<file path="src/rtl/led_ws2812_frame_controller.sv">
// WS2812 frame controller: a double-buffered 16-LED colour frame that answers one
// chain request at a time; host writes fill the back bank, swaps apply at frame start.
module led_ws2812_frame_controller (
    input  logic        clk,
    input  logic        clk__enable,
    input  logic        reset_n,
    input  logic        host_wr_valid,
    input  logic [3:0]  host_wr_index,
    input  logic [23:0] host_wr_rgb,
    input  logic        host_swap_req,
    input  logic [4:0]  cfg_num_leds,
    input  logic [7:0]  cfg_divider,
    input  logic        led_request__ready,
    input  logic        led_request__first,
    input  logic [7:0]  led_request__led_number,
    output logic        led_data__valid,
    output logic        led_data__last,
    output logic [7:0]  led_data__red,
    output logic [7:0]  led_data__green,
    output logic [7:0]  led_data__blue,
    output logic [7:0]  divider_400ns,
    output logic        swap_pending,
    output logic [7:0]  frame_count
);

    typedef enum logic [1:0] {
        IDLE      = 2'd0,
        RESPOND   = 2'd1,
        WAIT_DROP = 2'd2
    } state_e;

    state_e      state_q, state_d;
    logic [23:0] bank_q [2][16];
    logic        front_sel_q, front_sel_d;
    logic        back_sel;
    logic        swap_pending_q, swap_pending_d;
    logic [7:0]  frame_count_q, frame_count_d;
    logic [7:0]  divider_q;
    logic [23:0] rgb_q, rgb_d;
    logic        last_q, last_d;
    logic        capture;
    logic        swap_now;
    logic        in_range;
    logic        wr_bypass;
    logic [3:0]  rd_index;
    logic [23:0] rd_rgb;

    always_ff @(posedge clk or negedge reset_n) begin
        if (!reset_n) begin
            state_q <= IDLE;
        end else if (clk__enable) begin
            state_q <= state_d;
        end
    end

    always_comb begin
        state_d = state_q;
        case (state_q)
            IDLE:      if (led_request__ready) state_d = RESPOND;
            RESPOND:   state_d = WAIT_DROP;
            WAIT_DROP: if (!led_request__ready) state_d = IDLE;
            default:   state_d = IDLE;
        endcase
    end

    always_comb begin
        led_data__valid = 1'b0;
        capture         = 1'b0;
        case (state_q)
            IDLE:    capture = led_request__ready;
            RESPOND: led_data__valid = 1'b1;
            default: ;
        endcase
    end

    // A swap lands on the capture edge of a first-LED request, so the lookup below
    // reads the post-swap front bank; a write on that same edge targets the bank
    // that is becoming front, hence the bypass.
    always_comb begin
        back_sel       = ~front_sel_q;
        swap_now       = capture && led_request__first && (swap_pending_q || host_swap_req);
        front_sel_d    = front_sel_q ^ swap_now;
        rd_index       = led_request__led_number[3:0];
        wr_bypass      = swap_now && host_wr_valid && (host_wr_index == rd_index);
        rd_rgb         = wr_bypass ? host_wr_rgb : bank_q[front_sel_d][rd_index];
        in_range       = ({3'b000, cfg_num_leds} > led_request__led_number);
        rgb_d          = rgb_q;
        last_d         = last_q;
        if (capture) begin
            rgb_d  = in_range ? rd_rgb : 24'h000000;
            last_d = (({1'b0, led_request__led_number} + 9'd1) >= {4'b0000, cfg_num_leds});
        end
        swap_pending_d = swap_now ? 1'b0 : (swap_pending_q | host_swap_req);
        frame_count_d  = frame_count_q;
        if (led_data__valid && last_q) begin
            frame_count_d = frame_count_q + 8'd1;
        end
    end

    always_ff @(posedge clk or negedge reset_n) begin
        if (!reset_n) begin
            front_sel_q    <= 1'b0;
            swap_pending_q <= 1'b0;
            frame_count_q  <= 8'd0;
            divider_q      <= 8'd0;
            rgb_q          <= 24'h000000;
            last_q         <= 1'b0;
        end else if (clk__enable) begin
            front_sel_q    <= front_sel_d;
            swap_pending_q <= swap_pending_d;
            frame_count_q  <= frame_count_d;
            divider_q      <= cfg_divider;
            rgb_q          <= rgb_d;
            last_q         <= last_d;
        end
    end

    always_ff @(posedge clk or negedge reset_n) begin
        if (!reset_n) begin
            for (int b = 0; b < 2; b++) begin
                for (int i = 0; i < 16; i++) begin
                    bank_q[b][i] <= 24'h000000;
                end
            end
        end else if (clk__enable && host_wr_valid) begin
            bank_q[back_sel][host_wr_index] <= host_wr_rgb;
        end
    end

    assign led_data__last  = last_q;
    assign led_data__red   = rgb_q[23:16];
    assign led_data__green = rgb_q[15:8];
    assign led_data__blue  = rgb_q[7:0];
    assign divider_400ns   = divider_q;
    assign swap_pending    = swap_pending_q;
    assign frame_count     = frame_count_q;

endmodule

</file>
<file path="config.mk">
export PLATFORM = sky130hd
export DESIGN_NAME = led_ws2812_frame_controller
export DESIGN_NICKNAME = d
export VERILOG_FILES = /design/src/rtl/led_ws2812_frame_controller.sv
export SDC_FILE = /design/constraint.sdc
export NUM_CORES = 1
export LEC_CHECK = 0
export CAP_MARGIN = 40
export CORE_MARGIN = 5
export CORE_UTILIZATION = 30
export DETAILED_ROUTE_END_ITERATION = 8
export DONT_BUFFER_PORTS = 1
export GPL_TIMING_DRIVEN = 0
export HOLD_SLACK_MARGIN = 0.06
export PLACE_DENSITY = 0.49
export SETUP_SLACK_MARGIN = 0.3
export SYNTH_ARGS = -nofsm -noshare
export SYNTH_HDL_FRONTEND = slang
export SYNTH_SLANG_ARGS = --single-unit
</file>
<file path="constraint.sdc">
create_clock -name clk -period 2.9 [get_ports clk]
set_input_delay 0.145 -clock clk [delete_from_list [all_inputs] [get_ports clk]]
set_output_delay 0.145 -clock clk [all_outputs]
set_load 0.05 [all_outputs]
</file>
==> reports/qor.csv <==
stage,metric,value,unit
grt,initial antenna violation count,11,
grt,largest net degree at the start of global routing,814,
timing,max-slew violation count,49,
setup_path,CP max-delay cell,a2111o_1,
cells_and_area,most frequent cells in the layout,"dfrtp_1, mux2_2, nand2_1",
timing,Final TNS setup,-362,ps
grt,GRT Util Overall,0.252,
timing,Fin. Hold Viols,291,
floorplan,die area,136000,sq um
cts,cts hold-fix bufs,45,
pwr,PwrDens,883,nW/um^2
cells_and_area,"Core Util, Final",0.387,
setup_path,critical path type,flop to flop,
timing,post-route clock period utilization,1.02,
setup_path,crit path launch type,flop,
flow_run,maxcap violations,0,
cells_and_area,share of layout cells above drive strength 1,0.421,
cells_and_area,Fillers,12300,
synthesis,"Seq/Total Area, Yosys",0.528,
grt,first-pass GRT wire length,243000,um
timing,RSZ-0062 raised after global routing,true,
setup_path,Arrival @ worst endpoint,3560,ps
synthesis,yosys warns,0,
synthesis,Seq cells post-synth,813,
floorplan,FP Rows,131,
detailed_routing,metal2 WL,75500,um
synthesis,most used flip-flop cell after synthesis,dfrtp_1,
setup_path,"Cell Chain, Critical Path",or3b_4 -> buf_8 -> o21ai_4 -> buf_12 -> buf_12 -> clkbuf_16 -> buf_12 -> and3_4 -> a211oi_1 -> a2111o_1 -> o41ai_2 -> o21bai_1,
timing,worst slew pin tran,1520,ps
detailed_routing,vias per std cell,5.76,
detailed_routing,DR vias,30400,
synthesis,Cell variety after synth,74,
cts,TritonCTS buffer count,94,
setup_path,crit-path most repeated cell,buf_12,
detailed_routing,wire length on met1,73300,um
cts,H-tree levels,3,
detailed_routing,WL final,176000,um
setup_path,CP endpoint kind,flop,
timing,"Setup violations, final",14,
timing,Max-slew headroom,-0.0114,
detailed_routing,initial detailed-routing violation count,3447,
setup_path,crit path max fanout,6,
timing,fmax,338,MHz
timing,worst clock skew,28.9,ps
detailed_routing,drt drc,0,
cts,Worst-path clk slew,60,ps
cells_and_area,"commonest non-fill, non-tap cell in the layout",dfrtp_1,
cts,TritonCTS Sinks,813,
floorplan,Die Width,368,um
synthesis,syn nets,3234,
run_status,failing checks,"hold timing, slew limit, setup timing",
detailed_routing,first drt pass iteration count,5,
detailed_routing,DR WL met3,15700,um
synthesis,Synth Instances,3166,
cells_and_area,final net count,3608,
setup_path,Slowest Stage Delay on Critical Path,510,ps
floorplan,initial core utilization,0.302,
detailed_routing,top layer used by detailed routing,met5,
timing,fin worst setup slack,-58.2,ps
placed_design,dpl hpwl,123000,um
placed_design,routability cong.,0.953,
grt,GRT overflow,0,
synthesis,Syn Std Cell Area,38500,sq um
floorplan,IO Pins,99,
cts,Clock Tree Buf Depth,3,
cts,Root Driver,clkbuf_16,
synthesis,Syn Area/Cell,12.2,sq um
floorplan,die height,368,um
detailed_routing,post-route ant nets,0,
cells_and_area,P&R area growth vs syn,28.0,%
placed_design,PortBufs,0,
grt,vias in the first global route,30200,
min_path,Hold Crit Class,primary input to async pin,
synthesis,Post-synth EDFFs,0,
cts,CTS tree,built,
floorplan,core area,128000,sq um
setup_path,WP data required,3500,ps
timing,hold_ws,-837,ps
detailed_routing,Wirelength per Cell,33.2,um
synthesis,Async SR Flop Fraction,1.00,
cts,clock latency on the worst-skew pair,690,ps
run_status,outcome,finished with violations,
pwr,Worst VDD drop,0.000456,V
pwr,P_leak,22.1,nW
timing,fin crit period,2960,ps
routing by layer:
metal | GRT usage | vias to the layer above
met5 | 0 | -
met4 | 0.134 | 2
met3 | 0.0620 | 449
met2 | 0.374 | 1519
met1 | 0.339 | 16000
li1 | - | 12500
Yosys cell counts (3+ instances only):
cell type / number / share of area
o2111ai_1: 4 / 0.00091
xnor2_1: 10 / 0.0023
inv_1: 11 / 0.0011
a22oi_1: 15 / 0.0029
nand3_1: 71 / 0.0092
nor2b_1: 14 / 0.0023
o21ai_0: 41 / 0.0053
a221oi_1: 3 / 0.00068
o2111a_1: 4 / 0.0012
ha_1: 12 / 0.0039
or3_1: 11 / 0.0018
a2111oi_0: 13 / 0.0030
buf_1: 11 / 0.0011
nor2_1: 38 / 0.0037
clkbuf_1: 240 / 0.023
nand2_1: 252 / 0.025
dfrtp_1: 813 / 0.53
a32oi_1: 14 / 0.0032
mux2i_1: 99 / 0.026
xor2_1: 5 / 0.0011
o211ai_1: 20 / 0.0039
nor3_1: 51 / 0.0066
a211oi_1: 120 / 0.023
o41ai_1: 34 / 0.0077
o21bai_1: 15 / 0.0029
and2_1: 4 / 0.00065
a21o_1: 4 / 0.00078
nand2b_1: 12 / 0.0019
a31o_1: 3 / 0.00068
nor4_1: 24 / 0.0039
buf_2: 47 / 0.0061
a21oi_1: 62 / 0.0081
a2111o_1: 14 / 0.0041
and3_1: 110 / 0.018
or4_1: 9 / 0.0018
nand4_1: 8 / 0.0013
o221ai_1: 4 / 0.00091
mux2_2: 806 / 0.24
a31oi_1: 36 / 0.0058
o21ai_1: 3 / 0.00039
o22ai_1: 56 / 0.0091
final timing paths:
path / startpoint / endpoint / slack (ps) / cells after the start
setup / recovery: state_q[1] / rgb_q[12] / -60 / 12
hold / removal: reset_n / frame_count[3] / -840 / 0
setup reg to reg: state_q[1] / rgb_q[12] / -60 / 12
hold reg to reg: bank_q[730] / bank_q[730] / 500 / 1
max in group asynchronous: reset_n / bank_q[324] / 800 / 3
min in group clk: clk__enable / divider_400ns[2] / 90 / 2
sequential cells by signal (all words and copies together), names as in the netlist:
name,count
frame_count,8
front_sel_q,1
swap_pending,1
divider_400ns,8
state_q,2
bank_q,768
led_data__last,1
rgb_q,24
layout make-up:
cell class	instances	area [sq um]	share of cell area
diodes	9	22.5	0.000457
multi-input cells	2040	18200	0.370
inverters	12	45.0	0.000914
plain buffers	302	2110	0.0427
well taps	1662	2080	0.0422
repair buffers	277	3340	0.0678
clock inverters	25	283	0.00574
flip-flops and latches	813	20300	0.413
clock buffers	145	2850	0.0577
what timing repair did:
| item | in CTS | in global routing |
|---|---|---|
| gates resized for setup | 523 | 57 |
| pin swaps | 78 | 30 |
| cloned | 7 | 0 |
| setup endpoints to repair | 721 | 237 |
| setup buffers | 71 | 19 |
| endpoints found under the hold margin | 1183 | 291 |
critical path: cells and delay by family (launching register included):
kind                   cells  cell delay [ps]
flip-flops                 1              440
AO/OA/AOI/OAI              5             1150
buffers and inverters      5              700
AND/OR/NAND/NOR            2              590
kinds of logic (layout without fill, tap and decap cells):
group | count (synthesis) | after routing | share of synthesized area
xor+xnor | 15 | 15 | 0.00341
other cells | 0 | 9 | 0
fa+ha+maj | 12 | 12 | 0.00390
simple gates | 620 | 621 | 0.0793
compound gates | 485 | 485 | 0.0899
flops | 813 | 813 | 0.528
buf+inv | 314 | 761 | 0.0326
mux | 907 | 907 | 0.263
report_power, final:
part	internal [mW]	leakage, nW	switching, mW
registers	14.2	10.8	1.86
logic	7.03	9.81	8.33
clock network	7.03	1.54	5.15
per-stage QoR:
step	power [mW]	worst slack, ps	cells	instance area, sq um
3_5_place_dp	27.1	-1480	4960	42300
5_1_grt	44.9	-93.3	5277	49300
3_3_place_gp	26.4	-3610	4828	40600
6_report	43.6	-58.2	5285	49300
2_1_floorplan	22.0	314	3166	38500
4_1_cts	42.7	-48.7	5253	48800
No activity file was read; power rests on OpenSTA's default activity.
